<file path="src/rtl/waterfall_writer_pkg.sv">
// Shared constants and types for the waterfall writer.
// Framebuffer geometry and widths match the LCD driver and framebuffer RAM.
package waterfall_writer_pkg;

    localparam int FB_H_PIXELS = 320;   // pixels per row
    localparam int FB_V_LINES  = 240;   // rows in framebuffer
    localparam int FB_ADDR_W   = 17;    // 320*240-1 = 76799 fits 17 bits
    localparam int PIX_W       = 8;     // framebuffer pixel width
    localparam int ADC_W       = 12;    // ADC sample width
    localparam int ROW_W       = 8;     // row counter / row_base width

    typedef enum logic {
        ST_IDLE  = 1'b0,
        ST_WRITE = 1'b1
    } wr_state_e;

endpackage

</file>
<file path="src/rtl/waterfall_writer_if.sv">
// Bus between ADC/arbiter side and the waterfall writer.
//   adc_ready/adc_data : sample strobe + unsigned sample
//   wr_allow           : RAM port free for a writer access next cycle
//   ram_addr/wdata/we  : framebuffer write port
//   row_base           : oldest complete row, for display scrolling
//   overflow           : sticky pixel-drop flag
// master = the side that feeds samples and grants the RAM; slave = the writer.
interface waterfall_writer_if;
    import waterfall_writer_pkg::*;

    logic                 adc_ready;
    logic [ADC_W-1:0]     adc_data;
    logic                 wr_allow;
    logic [FB_ADDR_W-1:0] ram_addr;
    logic [PIX_W-1:0]     ram_wdata;
    logic                 ram_we;
    logic [ROW_W-1:0]     row_base;
    logic                 overflow;

    modport master (
        output adc_ready, adc_data, wr_allow,
        input  ram_addr, ram_wdata, ram_we, row_base, overflow
    );

    modport slave (
        input  adc_ready, adc_data, wr_allow,
        output ram_addr, ram_wdata, ram_we, row_base, overflow
    );

endinterface

</file>
<file path="src/rtl/waterfall_writer_sync_fifo.sv">
// Small synchronous FIFO for decimated pixels.
//   clk, resetn : clock, async active-low reset (pointers only)
//   push, wdata : write request; dropped when full unless a pop happens the same cycle
//   pop         : read request, ignored when empty
//   head        : oldest entry, straight from the storage registers
//   full, empty : status
//   drop        : a push was refused this cycle
module sync_fifo #(
    parameter int WIDTH = 8,
    parameter int DEPTH = 16
) (
    input  logic             clk,
    input  logic             resetn,
    input  logic             push,
    input  logic [WIDTH-1:0] wdata,
    input  logic             pop,
    output logic [WIDTH-1:0] head,
    output logic             full,
    output logic             empty,
    output logic             drop
);
    localparam int AW = $clog2(DEPTH);

    logic [WIDTH-1:0] mem [DEPTH];
    // Extra MSB distinguishes full from empty when the indices match.
    logic [AW:0]      wr_ptr, rd_ptr;
    logic             do_push, do_pop;

    assign empty   = (wr_ptr == rd_ptr);
    assign full    = (wr_ptr[AW] != rd_ptr[AW]) && (wr_ptr[AW-1:0] == rd_ptr[AW-1:0]);
    assign do_pop  = pop && !empty;
    // When full, a simultaneous pop frees the slot being written, so both are honoured.
    assign do_push = push && (!full || do_pop);
    assign drop    = push && !do_push;
    assign head    = mem[rd_ptr[AW-1:0]];

    always_ff @(posedge clk or negedge resetn) begin
        if (!resetn) begin
            wr_ptr <= '0;
            rd_ptr <= '0;
        end else begin
            if (do_push) wr_ptr <= wr_ptr + 1'b1;
            if (do_pop)  rd_ptr <= rd_ptr + 1'b1;
        end
    end

    always_ff @(posedge clk) begin
        if (do_push) mem[wr_ptr[AW-1:0]] <= wdata;
    end

endmodule

</file>
<file path="src/rtl/waterfall_writer.sv">
// Waterfall writer: box-averages ADC samples, scales them to 8-bit intensity,
// buffers them and writes them raster-order into the framebuffer RAM.
//   clk, resetn : pixel clock, async active-low reset
//   bus (slave) : adc_ready/adc_data in, wr_allow in,
//                 ram_addr/ram_wdata/ram_we out, row_base out, overflow out
module waterfall_writer
    import waterfall_writer_pkg::*;
#(
    parameter int H_PIXELS     = FB_H_PIXELS,
    parameter int V_LINES      = FB_V_LINES,
    parameter int SAMPLE_WIDTH = ADC_W,
    parameter int DECIM_LOG2   = 2,
    parameter int GAIN_SHIFT   = 0,
    parameter int FIFO_DEPTH   = 16
) (
    input logic               clk,
    input logic               resetn,
    waterfall_writer_if.slave bus
);
    localparam int ACC_W = SAMPLE_WIDTH + DECIM_LOG2;
    localparam int CNT_W = (DECIM_LOG2 > 0) ? DECIM_LOG2 : 1;
    localparam int GW    = SAMPLE_WIDTH + GAIN_SHIFT;
    localparam int COL_W = $clog2(H_PIXELS);
    localparam logic [CNT_W-1:0] CNT_LAST = CNT_W'((1 << DECIM_LOG2) - 1);
    localparam logic [COL_W-1:0] COL_LAST = COL_W'(H_PIXELS - 1);
    localparam logic [ROW_W-1:0] ROW_LAST = ROW_W'(V_LINES - 1);

    // ---------------- decimator ----------------
    logic [ACC_W-1:0]        acc, sum;
    logic [CNT_W-1:0]        cnt;
    logic [SAMPLE_WIDTH-1:0] avg, sat;
    logic [GW-1:0]           gained;
    logic [PIX_W-1:0]        pix;
    logic                    push;

    always_comb begin
        sum    = acc + ACC_W'(bus.adc_data);
        avg    = SAMPLE_WIDTH'(sum >> DECIM_LOG2);
        gained = GW'(avg) << GAIN_SHIFT;
        // Anything shifted past the sample width saturates to full scale.
        sat    = ((gained >> SAMPLE_WIDTH) != '0) ? '1 : gained[SAMPLE_WIDTH-1:0];
    end

    // The completing sample goes straight into the finished pixel; the pixel
    // is pushed the following cycle while accumulation carries on from zero.
    always_ff @(posedge clk or negedge resetn) begin
        if (!resetn) begin
            acc  <= '0;
            cnt  <= '0;
            pix  <= '0;
            push <= 1'b0;
        end else begin
            push <= 1'b0;
            if (bus.adc_ready) begin
                if (cnt == CNT_LAST) begin
                    acc  <= '0;
                    cnt  <= '0;
                    pix  <= sat[SAMPLE_WIDTH-1 -: PIX_W];
                    push <= 1'b1;
                end else begin
                    acc <= sum;
                    cnt <= cnt + 1'b1;
                end
            end
        end
    end

    // ---------------- pixel FIFO ----------------
    logic             pop, full, empty, drop;
    logic [PIX_W-1:0] head;

    sync_fifo #(.WIDTH(PIX_W), .DEPTH(FIFO_DEPTH)) u_fifo (
        .clk    (clk),
        .resetn (resetn),
        .push   (push),
        .wdata  (pix),
        .pop    (pop),
        .head   (head),
        .full   (full),
        .empty  (empty),
        .drop   (drop)
    );

    // ---------------- write FSM ----------------
    wr_state_e state, state_nxt;

    always_ff @(posedge clk or negedge resetn) begin
        if (!resetn) state <= ST_IDLE;
        else         state <= state_nxt;
    end

    // A pop in either state produces the write one cycle later; chaining
    // from WRITE gives one pixel per cycle while wr_allow holds.
    always_comb begin
        pop       = 1'b0;
        state_nxt = ST_IDLE;
        case (state)
            ST_IDLE, ST_WRITE: begin
                if (bus.wr_allow && !empty) begin
                    pop       = 1'b1;
                    state_nxt = ST_WRITE;
                end
            end
            default: state_nxt = ST_IDLE;
        endcase
    end

    assign bus.ram_we = (state == ST_WRITE);

    // ---------------- address counters ----------------
    // row_addr tracks row*H_PIXELS incrementally, avoiding a multiplier.
    logic [COL_W-1:0]     col;
    logic [ROW_W-1:0]     row;
    logic [FB_ADDR_W-1:0] row_addr;

    always_ff @(posedge clk or negedge resetn) begin
        if (!resetn) begin
            col           <= '0;
            row           <= '0;
            row_addr      <= '0;
            bus.ram_addr  <= '0;
            bus.ram_wdata <= '0;
            bus.row_base  <= '0;
            bus.overflow  <= 1'b0;
        end else begin
            if (pop) begin
                bus.ram_addr  <= row_addr + FB_ADDR_W'(col);
                bus.ram_wdata <= head;
                if (col == COL_LAST) begin
                    col <= '0;
                    if (row == ROW_LAST) begin
                        row      <= '0;
                        row_addr <= '0;
                    end else begin
                        row      <= row + 1'b1;
                        row_addr <= row_addr + FB_ADDR_W'(H_PIXELS);
                    end
                end else begin
                    col <= col + 1'b1;
                end
            end
            // row moves on the pop of a row's last pixel, so row_base follows
            // one cycle after that pixel's write strobe.
            bus.row_base <= row;
            if (drop) bus.overflow <= 1'b1;
        end
    end

endmodule

</file>
<file path="src/flat_wrapper.sv">
// flat-port wrapper written by rule: the top's interface ports become plain ports
module waterfall_writer_flat import waterfall_writer_pkg::*;
#(
    parameter int H_PIXELS     = FB_H_PIXELS,
    parameter int V_LINES      = FB_V_LINES,
    parameter int SAMPLE_WIDTH = ADC_W,
    parameter int DECIM_LOG2   = 2,
    parameter int GAIN_SHIFT   = 0,
    parameter int FIFO_DEPTH   = 16
)
  (clk, resetn, bus_adc_ready, bus_adc_data, bus_wr_allow, bus_ram_addr, bus_ram_wdata, bus_ram_we, bus_row_base, bus_overflow);
  waterfall_writer_if bus_i ();
  input logic clk;
  input logic resetn;
  input wire logic [$bits(bus_i.adc_ready)-1:0] bus_adc_ready;
  input wire logic [$bits(bus_i.adc_data)-1:0] bus_adc_data;
  input wire logic [$bits(bus_i.wr_allow)-1:0] bus_wr_allow;
  output wire logic [$bits(bus_i.ram_addr)-1:0] bus_ram_addr;
  output wire logic [$bits(bus_i.ram_wdata)-1:0] bus_ram_wdata;
  output wire logic [$bits(bus_i.ram_we)-1:0] bus_ram_we;
  output wire logic [$bits(bus_i.row_base)-1:0] bus_row_base;
  output wire logic [$bits(bus_i.overflow)-1:0] bus_overflow;
  assign bus_i.adc_ready = bus_adc_ready;
  assign bus_i.adc_data = bus_adc_data;
  assign bus_i.wr_allow = bus_wr_allow;
  assign bus_ram_addr = bus_i.ram_addr;
  assign bus_ram_wdata = bus_i.ram_wdata;
  assign bus_ram_we = bus_i.ram_we;
  assign bus_row_base = bus_i.row_base;
  assign bus_overflow = bus_i.overflow;
  waterfall_writer #(.H_PIXELS(H_PIXELS), .V_LINES(V_LINES), .SAMPLE_WIDTH(SAMPLE_WIDTH), .DECIM_LOG2(DECIM_LOG2), .GAIN_SHIFT(GAIN_SHIFT), .FIFO_DEPTH(FIFO_DEPTH)) u_core (.clk(clk), .resetn(resetn), .bus(bus_i));
endmodule
</file>
<file path="config.mk">
export PLATFORM = sky130hd
export DESIGN_NAME = waterfall_writer_flat
export DESIGN_NICKNAME = d
export VERILOG_FILES = /design/src/rtl/waterfall_writer_pkg.sv /design/src/rtl/waterfall_writer_if.sv /design/src/rtl/waterfall_writer_sync_fifo.sv /design/src/rtl/waterfall_writer.sv /design/src/flat_wrapper.sv
export SDC_FILE = /design/constraint.sdc
export NUM_CORES = 1
export LEC_CHECK = 0
export CAP_MARGIN = 25
export CORE_ASPECT_RATIO = 1.4
export CORE_MARGIN = 2
export CORE_UTILIZATION = 55
export CTS_CLUSTER_DIAMETER = 120
export DETAILED_ROUTE_END_ITERATION = 10
export PLACE_DENSITY = 0.79
export SETUP_SLACK_MARGIN = 0.4
export SLEW_MARGIN = 40
export SYNTH_ARGS = -nofsm -noshare
export SYNTH_HDL_FRONTEND = slang
export SYNTH_SLANG_ARGS = --single-unit
</file>
<file path="constraint.sdc">
create_clock -name clk -period 6.3 [get_ports clk]
set_input_delay 1.26 -clock clk [delete_from_list [all_inputs] [get_ports clk]]
set_output_delay 1.26 -clock clk [all_outputs]
set_load 0.01 [all_outputs]
</file>
== Word level (Yosys, flattened, before mapping) ==
Memories as Yosys holds them, arrays and structs flattened. A register that Yosys moved wholly into a read port is not among the register bits.
Index checks and enable logic that the tools add are counted.
Storage, ports and cells
  input bits: 16
  memories: 1
  output and inout bits: 35
  word-level logic and storage cells: 50
  flip-flop bits (word level): 96
  bits in writable memories: 128
Memory list
  u_core.u_fifo.mem: words 16, bits a word 8, read ports 1, clocked after Yosys merged registers in 1, wr ports 1, line waterfall_writer_sync_fifo.sv:24  | logic [WIDTH-1:0] mem [DEPTH];
Cells by class
  $add $sub $neg: 8
  multiplexer cells: 10
  reduce and logical (&&, ||, !) cells: 12
  equality and inequality tests: 6
Operator list (number)
  adder 17 x 9 -> 17 bit: 1
  adder 17 x 9 -> 17 bit, second input constant: 1
  2-to-1 mux 17 bit: 1
  adder 14 x 12 -> 14 bit: 1
  2-to-1 mux 14 bit: 1
  adder 5 x 1 -> 5 bit, second input constant: 2
  adder 9 x 1 -> 9 bit, second input constant: 1
  == test 9 bit, second input constant: 1
  2-to-1 mux 9 bit: 1
  adder 8 x 1 -> 8 bit, second input constant: 1
  == test 8 bit, second input constant: 1
  2-to-1 mux 8 bit: 1
  == test 5 bit: 1
  logical AND 1 bit: 5
  2-to-1 mux 1 bit: 5
  == test 4 bit: 1
  logical NOT 1 bit: 4
  AND reduction 2 bit: 2
  adder 2 x 1 -> 2 bit, second input constant: 1
  == test 2 bit, second input constant: 1
  2-to-1 mux 2 bit: 1
  logical OR 1 bit: 1
  inequality test 1 bit: 1

== Longest topological paths before layout ==
Gate-level depths: netlist of run 1.
  depth in word-level cells: 9
  gate-level depth with buffers: 9
  gate-level depth less buffers: 8

== Hierarchy ==
Synthesis of run 1 repeated with hierarchy kept, for this count alone.
Unflattened totals
  cell total of the unflattened synthesis: 708
  area, all modules: 9927.0 µm²
By module, submodules not included
  sync_fifo: instances 1, seq. area each 4093.9 µm², area each 5649.2 µm², cells an instance 280
  waterfall_writer: instances 1, seq. area each 2202.1 µm², area each 4277.9 µm², cells an instance 428

== Worst setup path after synthesis of run 1 ==
Ideal clock, no wire load.
  path kind: input to register
  start: input port bus_adc_data[0]
  end: register u_core.acc[10]
  setup slack: 3221 ps
  setup time: 141 ps
  stages on the path: 8
  required time: 6159 ps
  data arrival time: 2938 ps
  path buffers: 0
  cells stage by stage: ha_1 fa_1 a211oi_1 o21bai_1 o21ai_1 o21a_1 xor2_1 o22ai_1
On the way
  cells in the longest elaborated chain, start to end: 2
RTL lines
  start, declared: line flat_wrapper.sv:16  | input wire logic [$bits(bus_i.adc_data)-1:0] bus_adc_data;
  adder 14 x 12 -> 14 bit: line waterfall_writer.sv:37  | sum = acc + ACC_W'(bus.adc_data);
  2-to-1 mux 14 bit: line waterfall_writer.sv:55  | if (cnt == CNT_LAST) begin
  end signal, assigned: line waterfall_writer.sv:61  | acc <= sum;
  end, declared: line waterfall_writer.sv:29  | logic [ACC_W-1:0] acc, sum;
Every way passes these cells.
A chain may end at the register's enable or synchronous reset.

== Final worst setup path of run 1 ==
Ends and elaborated chain as after synthesis.

==> results by group, run 1 <==
Outcome
  – Outcome: finished clean

Timing
  – Fmax achieved: 307.6 MHz
  – Period utilisation layout: 0.5161
  – Final Hold Viols: 0
  – Least-Margin Pin Slew: 0.7790 ns
  – Final setup fails: 0
  – Clk_skew: 0.01152 ns
  – Setup TNS: 0 ns
  – Fin. max-slew vios: 0
  – Min cycle time layout: 3.251 ns
  – Worst slew margin: 0.4787
  – RSZ-0062 raised after global routing: false

Job
  – Max Cap Viol: 0

Route
  – Wire per inst: 19.19 µm
  – DR DRC count: 0
  – Detailed Routing Iterations Pass 1: 5
  – Vias: 5831
  – Via density: 5.902
  – Antenna-violating nets left: 0
  – DR iter-0 viols: 520
  – Final WL: 18960 µm

Power and ir drop
  – Internal power: 3.232 mW
  – Pwr per Cell Area: 427.6 mW/mm²
  – LEAKAGE: 4.209 nW
  – Maximum VDD drop: 0.2242 mV
  – Psw: 1.520 mW
  – Comb power frac: 0.290
  – Clk network pwr share: 0.259
  – Sequential power share: 0.451
  – Sw Share: 0.3199

Synth
  – Sequential area share after synthesis: 0.6461
  – Synth warn: 0
  – Synth top area share: 0.3945
  – Synth area leader: edfxtp_1
  – Distinct cells, synth: 61
  – Flops & latches, synth: 226
  – Synth top area cells: edfxtp_1, dfrtp_1, mux4_2
  – Top_reg_cell synth: edfxtp_1
  – Post-synth EDFFs: 128
  – Synth async-reset ratio: 0.4336
  – Post-synthesis instance total: 692
  – Synthesized Nets: 733
  – Netlist Area Pre-Place: 0.009744 mm²
  – Syn Area/Cell: 14.08 µm²

Place
  – Placer Congestion: 0.8640
  – IO Port Bufs: 50
  – HPWL after detailed placement: 12420 µm

GRT
  – Largest net degree at the start of global routing: 59
  – All-layer global routing usage: 0.2090
  – Initial antenna violation count: 0
  – Global-route wire length before repair: 30600 µm
  – Grt ovf: 0
  – Vias in the first global route: 5910

Worst setup path
  – Max incr delay on CP: 0.43 ns
  – Worst setup SP type: input port
  – Critical path capture point type: flip-flop
  – Crit-path slowest cell: fa_1
  – CP Data Required Time: 6.65 ns
  – Critical path fanouts, max: 3
  – Buf/Inv on CP: 1
  – Delay-heaviest family, CP: compound AO/OA/AOI/OAI gates
  – Crit path DAT: 3.60 ns
  – CP cell instances: clkdlybuf4s50_1 > ha_1 > fa_1 > a211oi_1 > o21bai_1 > o21ai_1 > o21a_1 > xor2_1 > o22ai_1
  – Critical path type: input port to flip-flop
  – R2R Setup Slk: 3.42 ns

Finish
  – Layout area overhead: 14.05%
  – Commonest non-fill, non-tap cell in the layout: edfxtp_1
  – Post-layout nets: 779
  – Share of cells above drive strength 1: 0.1316
  – Most frequent cells in the layout: edfxtp_1, dfrtp_1, nand2_1, o21ai_0, clkdlybuf4s50_1
  – Layout Utilization: 0.6413
  – # diodes: 0

Clock network
  – Clk_lat worst skew: 0.49 ns
  – Root Driver: clkbuf_16
  – CTS Buffer Depth: 3
  – Post CTS Setup Buffer Count: 0
  – CTS tree: yes
  – Count of hold-fix buffers inserted at cts: 0
  – PostCTS Resize Cnt: 0
  – H-tree levels: 1
  – Clk sinks: 226
  – Number of buffers created by CTS: 21
  – CTS clk-pin slew, worst paths: 0.06 ns

Floorplanning
  – Die Footprint: 0.01881 mm²
  – Chip height: 161.5 µm
  – Initial Util: 0.5623
  – Chip Width: 116.5 µm
  – Num ports: 51
  – Core area: 0.01733 mm²
  – Cell Rows: 57

Hold path
  – Tightest Hold Check Type: flip-flop to flip-flop
cell type report:
class                   count  area [µm²]
clock buffers              31       615.6
clock inverters             6       57.56
fillers                  1246        6217
inverters                  16       60.06
multi-input cells         418        3239
flip-flops and latches    226        6297
well taps                 236       295.3
repair buffers             55       548.0
power by group through the flow:
| stage | registers [mW] | logic (mW) | clock network, mW |
|---|---|---|---|
| finish | 2.14 | 1.38 | 1.23 |
| global route | 2.17 | 1.51 | 1.31 |
| CTS | 2.14 | 1.38 | 1.25 |
| detailed placement | 2.16 | 1.37 | 0 |
| global placement | 2.14 | 1.32 | 0 |
| floorplan | 2.06 | 1.04 | 0 |
cell usage after synthesis, types with 5 or more instances:
library cell	number
o31ai_1	9
clkbuf_1	10
inv_1	15
o22ai_1	8
dfrtp_1	98
a22o_1	10
o21ai_0	50
mux4_2	32
xnor2_1	27
o21ai_1	12
nor2_1	30
ha_1	24
a31oi_1	9
nand2_1	88
a221oi_2	6
a21o_1	7
edfxtp_1	128
buf_2	12
xor2_1	10
mux2_2	5
nor2b_1	6
a21oi_1	10
nand3_1	13
nor3_1	9
worst register-to-register path: stages, from the launching register on:
cell and delay (ns):
dfrtp_2 0.34, buf_4 0.52, xnor2_1 0.20, nand4_2 0.18, o31a_1 0.38, nand2_1 0.24
nor2_1 0.64
cell families after synthesis:
logic type               share of synthesized area
multiplexers                               0.08076
AO/OA/AOI/OAI                              0.09874
flip-flops                                  0.6461
AND/OR/NAND/NOR                            0.08231
adder cells (fa/ha/maj)                    0.03287
buffers and inverters                      0.02427
XOR/XNOR                                   0.03493
path summary, 6_finish.rpt:
kind / endpoint / startpoint / cells after the start
setup / recovery: u_core.acc[10] / bus_adc_data[0] / 9
hold / removal: u_core.bus.row_base[3] / u_core.row[3] / 0
setup reg to reg: u_core.u_fifo.mem[14][0] / u_core.u_fifo.rd_ptr[0] / 6
hold reg to reg: u_core.bus.row_base[3] / u_core.row[3] / 0
max in group asynchronous: u_core.acc[5] / resetn / 3
min in group asynchronous: u_core.bus.row_base[4] / resetn / 1
registers in the layout, indices dropped and copies added (netlist names):
signal / count
u_core.acc: 14
u_core.bus.overflow: 1
u_core.bus.ram_addr: 17
u_core.bus.ram_wdata: 8
u_core.bus.ram_we: 1
u_core.bus.row_base: 8
u_core.cnt: 2
u_core.col: 9
u_core.pix: 8
u_core.push: 1
u_core.row: 8
u_core.row_addr: 11
u_core.u_fifo.mem: 128
u_core.u_fifo.rd_ptr: 5
u_core.u_fifo.wr_ptr: 5
metal layers:
layer	part of all wire	GRT usage	routed length, µm	vias to the layer above
li1	-	-	-	2662
met1	0.39	0.2671	7335	2901
met2	0.52	0.3591	9930	217
met3	0.049	0.02739	932	51
met4	0.040	0.08442	759	0
met5	0	0	0	-
stage by stage:
| step | setup WS [ns] | area (µm²) | instances | hold WS [ns] | total power, mW |
|---|---|---|---|---|---|
| after floorplan | 3.221 | 9744 | 692 | 0.4083 | 3.107 |
| after global placement | 2.603 | 10400 | 950 | 0.4302 | 3.458 |
| after detailed placement | 2.547 | 10420 | 950 | 0.4456 | 3.537 |
| after CTS | 3.071 | 11090 | 987 | 0.4619 | 4.767 |
| after global routing | 2.858 | 11110 | 988 | 0.4746 | 4.984 |
| final | 3.049 | 11110 | 988 | 0.4614 | 4.752 |
Power figures use the tool's default switching activity.
==> run 2: changes to the inputs <==
- clock period: 6.3 -> 3.4 ns (I/O delays scaled with it)
==> results by group, run 2 (synthesized netlist as in run 1, its figures left out) <==
Outcome
  – Outcome: finished clean (unchanged)

Power and ir drop
  – LEAKAGE: 4.309 nW (was 4.209 nW)
  – Maximum VDD drop: 0.5017 mV (was 0.2242 mV)
  – Pwr per Cell Area: 786.9 mW/mm² (was 427.6 mW/mm²)
  – Power, Total: 8.865 mW (was 4.752 mW)

GRT
  – Vias in the first global route: 6018 (was 5910)
  – Global-route wire length before repair: 31060 µm (was 30600 µm)
  – Grt ovf: 0 (unchanged)
  – All-layer global routing usage: 0.2123 (was 0.2090)
  – Initial antenna violation count: 0 (unchanged)
  – Largest net degree at the start of global routing: 83 (was 59)

Floorplanning
  – Die Footprint: 0.01881 mm² (unchanged)
  – Chip height: 161.5 µm (unchanged)
  – Cell Rows: 57 (unchanged)
  – Num ports: 51 (unchanged)
  – Initial Util: 0.5623 (unchanged)
  – Chip Width: 116.5 µm (unchanged)
  – Core area: 0.01733 mm² (unchanged)

Clock network
  – Number of buffers created by CTS: 21 (unchanged)
  – Count of hold-fix buffers inserted at cts: 0 (unchanged)
  – CTS clk-pin slew, worst paths: 0.07 ns (was 0.06 ns)
  – Clk sinks: 226 (unchanged)
  – CTS tree: yes (unchanged)
  – Clk_lat worst skew: 0.50 ns (was 0.49 ns)
  – Root Driver: clkbuf_16 (unchanged)
  – Post CTS Setup Buffer Count: 0 (unchanged)
  – H-tree levels: 1 (unchanged)
  – PostCTS Resize Cnt: 0 (unchanged)
  – CTS Buffer Depth: 3 (unchanged)

Route
  – Final WL: 19190 µm (was 18960 µm)
  – Antenna-violating nets left: 0 (unchanged)
  – DR DRC count: 0 (unchanged)
  – Detailed Routing Iterations Pass 1: 5 (unchanged)
  – Via density: 5.813 (was 5.902)
  – Wire per inst: 19.08 µm (was 19.19 µm)
  – DR iter-0 viols: 440 (was 520)
  – Vias: 5848 (was 5831)

Place
  – IO Port Bufs: 50 (unchanged)
  – HPWL after detailed placement: 12580 µm (was 12420 µm)
  – Placer Congestion: 0.8243 (was 0.8640)
  – Post-DP Area: 0.01054 mm² (was 0.01042 mm²)

Worst setup path
  – Critical path fanouts, max: 3 (unchanged)
  – Delay-heaviest family, CP: compound AO/OA/AOI/OAI gates (unchanged)
  – CP Data Required Time: 3.76 ns (was 6.65 ns)
  – Max incr delay on CP: 0.44 ns (was 0.43 ns)
  – Buf/Inv on CP: 1 (unchanged)
  – Crit-path slowest cell: fa_1 (unchanged)
  – Worst setup SP type: input port (unchanged)
  – Critical path capture point type: flip-flop (unchanged)
  – CP cell instances: clkdlybuf4s50_1 > ha_1 > fa_1 > a211oi_1 > o21bai_1 > o21ai_1 > o21a_1 > xor2_1 > o21ai_0 (was clkdlybuf4s50_1 > ha_1 > fa_1 > a211oi_1 > o21bai_1 > o21ai_1 > o21a_1 > xor2_1 > o22ai_1)
  – Crit path DAT: 3.11 ns (was 3.60 ns)
  – Critical path type: input port to flip-flop (unchanged)

Timing
  – Final setup fails: 0 (unchanged)
  – Period utilisation layout: 0.8064
  – Setup TNS: 0 ns (unchanged)
  – Final Hold Viols: 0 (unchanged)
  – Least-Margin Pin Slew: 0.7326 ns (was 0.7790 ns)
  – Worst slew margin: 0.5116 (was 0.4787)
  – RSZ-0062 raised after global routing: false (unchanged)
  – Fmax achieved: 364.8 MHz
  – Hold_ws: 0.2258 ns (was 0.4614 ns)
  – Clk_skew: 0.01023 ns (was 0.01152 ns)
  – Fin. max-slew vios: 0 (unchanged)
  – Min cycle time layout: 2.742 ns

Finish
  – # diodes: 0 (unchanged)
  – Most frequent cells in the layout: edfxtp_1, dfrtp_1, nand2_1, o21ai_0, clkdlybuf4s50_1 (unchanged)
  – Max FFs per register: 128 (unchanged)
  – Fillers: 1188 (was 1246)
  – Design area: 0.01127 mm² (was 0.01111 mm²)
  – Layout area overhead: 15.61% (was 14.05%)
  – Post-layout nets: 796 (was 779)
  – Share of cells above drive strength 1: 0.1532 (was 0.1316)
  – Layout Utilization: 0.6501 (was 0.6413)
  – Commonest non-fill, non-tap cell in the layout: edfxtp_1 (unchanged)

Hold path
  – Tightest Hold Check Type: input port to async pin (was flip-flop to flip-flop)

Job
  – Max Cap Viol: 0 (unchanged)
[run 2: cell types whose count changed in the layout (fill, tap and decap cells not counted), sizes merged]
cell      change
buf          +17
clkbuf        -2
clkinvlp      +2
inv           +1
[run 2: final cells by class]
| class | count | area [µm²] | area share |
|---|---|---|---|
| clock inverter | 9 | 88.84 | 0.007885 |
| inverter | 16 | 60.06 | 0.005331 |
| clock buffer | 29 | 638.1 | 0.05664 |
| multi-input combinational | 418 | 3219 | 0.2858 |
| timing repair buffer | 72 | 666.9 | 0.05920 |
| sequential | 226 | 6297 | 0.5590 |
| tap | 236 | 295.3 | 0.02621 |
[run 2: path summary, 6_finish.rpt]
path                                 startpoint                       to  slack (ns)  cells after the start
worst max-delay path            bus_adc_data[0]            u_core.pix[4]        0.66                      9
worst min-delay path                     resetn            u_core.row[2]        0.23                      1
worst max register to register    u_core.acc[0]            u_core.pix[4]        0.88                      8
worst min register to register    u_core.row[7]   u_core.bus.row_base[7]        0.45                      0
max in group asynchronous                resetn  u_core.bus.ram_addr[15]        2.51                      2
min in group clk                  u_core.row[7]   u_core.bus.row_base[7]        0.45                      0
[run 2: worst reg2reg max path, stage by stage (launching register included)]
cell and delay, ns:
dfrtp_1 0.39, ha_1 0.23, fa_1 0.44, a211oi_1 0.41, o21bai_1 0.17, o21ai_1 0.32, o21a_1 0.17, xor2_1 0.18
o21ai_0 0.09
[run 2: where the power goes]
| part | switching [mW] | internal, mW | total [mW] |
|---|---|---|---|
| combinational | 1.31 | 1.21 | 2.52 |
| sequential | 0.495 | 3.45 | 3.95 |
| clock | 0.996 | 1.40 | 2.40 |
[run 2: metrics by stage]
step	setup slack [ns]	cells
floorplan	0.9010	692
global route	0.4013	1006
finish	0.6584	1006
global placement	0.2818	968
detailed placement	0.1706	968
CTS	0.6980	1006
[run 2: layer usage]
layer | GRT usage | up-vias | routed length, µm
li1 | - | 2701 | -
met1 | 0.2554 | 2922 | 7347
met2 | 0.3898 | 179 | 10440
met3 | 0.02627 | 46 | 838
met4 | 0.06981 | 0 | 562
met5 | 0 | - | 0
==> patch, RTL diff (settings of run 1) <==
`DECIM_LOG2` is set to 2 in 2 places; all go to 1.
--- a/src/rtl/waterfall_writer.sv
+++ b/src/rtl/waterfall_writer.sv
@@ -11,3 +11,3 @@
     parameter int SAMPLE_WIDTH = ADC_W,
-    parameter int DECIM_LOG2   = 2,
+    parameter int DECIM_LOG2   = 1,
     parameter int GAIN_SHIFT   = 0,
--- a/src/flat_wrapper.sv
+++ b/src/flat_wrapper.sv
@@ -6,3 +6,3 @@
     parameter int SAMPLE_WIDTH = ADC_W,
-    parameter int DECIM_LOG2   = 2,
+    parameter int DECIM_LOG2   = 1,
     parameter int GAIN_SHIFT   = 0,
Function: changed (a bounded check fails within 10 cycles, from zero or initial values and one cycle with resetn low).
==> patch against run 1 <==
Routed wire length increased by 1.5%. Die area decreased by 1.1%. Area after synthesis decreased by 1.2%. Cell area decreased by 1.2%. Count of clock-buffer cells in the layout decreased by 1. Synthesized cell count increased by 0.29%. Largest power group unchanged. Sequential cell count decreased by 2. Total power decreased by 1.5%. Worst setup slack improved by 39 ps.
==> patch: results <==
metrics = {
    "yosys": {
        "synth_area_leaders": "edfxtp_1, dfrtp_1, mux4_2, nand2_1, ha_1",
        "yosys.area_share.xor_xnor_pct": 2.91,
        "synthMuxAreaShare_pct": 7.48,
        "syn-cell-area_um2": 9630,
        "syn_area_per_cell_um2": 13.9,
        "synth_fp_nets": 734,
        "synth_fa_ha_area_share_pct": 3.20,
        "ys_top_cells_by_count": "edfxtp_1, dfrtp_1, nand2_1, o21ai_1, mux4_2",
        "yosysSeqAreaShare_pct": 64.8,
        "synth_compound_area_share_pct": 9.99,
        "async_flop_share_pct": 42.9,
        "ys_types": 55,
    },
    "worst_setup_path": {
        "crit_end": "u_core.pix[7]",
        "worst-r2r-setup-slack_ps": 3250,
        "arrival_ps": 3610,
        "regToRegEndpoint": "u_core.u_fifo.mem[7][1]",
        "worstPathMaxFanout": 5,
    },
    "outcome": {
        "status": "finished, final reports clean",
    },
    "route": {
        "wl_met1_mm": 7.37,
        "routed_wl_mm": 19.2,
        "drt_iter0_markers": 491,
        "dr.pass1.iters": 7,
        "met3_length_um": 937,
        "vias": 5814,
        "routedWlPerCell_um": 19.5,
    },
    "global_routing": {
        "grt_pass1_wl_mm": 31.4,
        "use_met2_pct": 39.0,
        "grt_pass1_vias": 6011,
        "gr-usage-met3_pct": 2.72,
    },
    "power_and_ir_drop": {
        "ir_worst_vdd_uv": 224,
        "leakagePower_nw": 4.12,
        "p_clk_mw": 1.19,
        "p_seq_share_pct": 46.9,
    },
    "placed_design": {
        "pre_cts_ws_ps": 2620,
        "routabilityCongestion": 0.880,
        "dpl_cell_area_um2": 10300,
        "hpwl_mm": 12.9,
        "dp.cells": 948,
    },
    "layout": {
        "multi_input_cells": 415,
        "nNonClkBuffers": 54,
        "clkbuf_count": 30,
        "area.sequential_um2": 6250,
        "seq_share_pct": 56.9,
        "clkCellAreaFrac_pct": 5.85,
        "inverters": 19,
        "fill_cells": 1283,
        "nets": 775,
    },
    "sta": {
        "period_needed_ps": 3210,
        "max_slew_margin_pct": 46.5,
        "finClkSkew_ps": 15.2,
    },
}
==> patch: worst max-delay path, cell delays in order <==
cell and delay (ps):
clkdlybuf4s50_1 460, ha_1 170, inv_1 60, fa_1 390, nor2b_1 210, o211ai_1 230, a211oi_1 480, nor3_1 90
o31ai_1 260
==> patch: how the worst min path moves through the flow <==
| stage | start | to | slack (ps) | depth (start not counted) |
|---|---|---|---|---|
| 6_report | u_core.row[1] | u_core.bus.row_base[1] | 440 | 0 |
| 5_1_grt | u_core.row[1] | u_core.bus.row_base[1] | 460 | 0 |
| 4_1_cts | u_core.row[1] | u_core.bus.row_base[1] | 430 | 0 |
| 3_5_place_dp | u_core.row[1] | u_core.bus.row_base[1] | 420 | 0 |
| 3_3_place_gp | u_core.row[1] | u_core.bus.row_base[1] | 410 | 0 |
| 2_1_floorplan | u_core.row[1] | u_core.bus.row_base[1] | 390 | 0 |
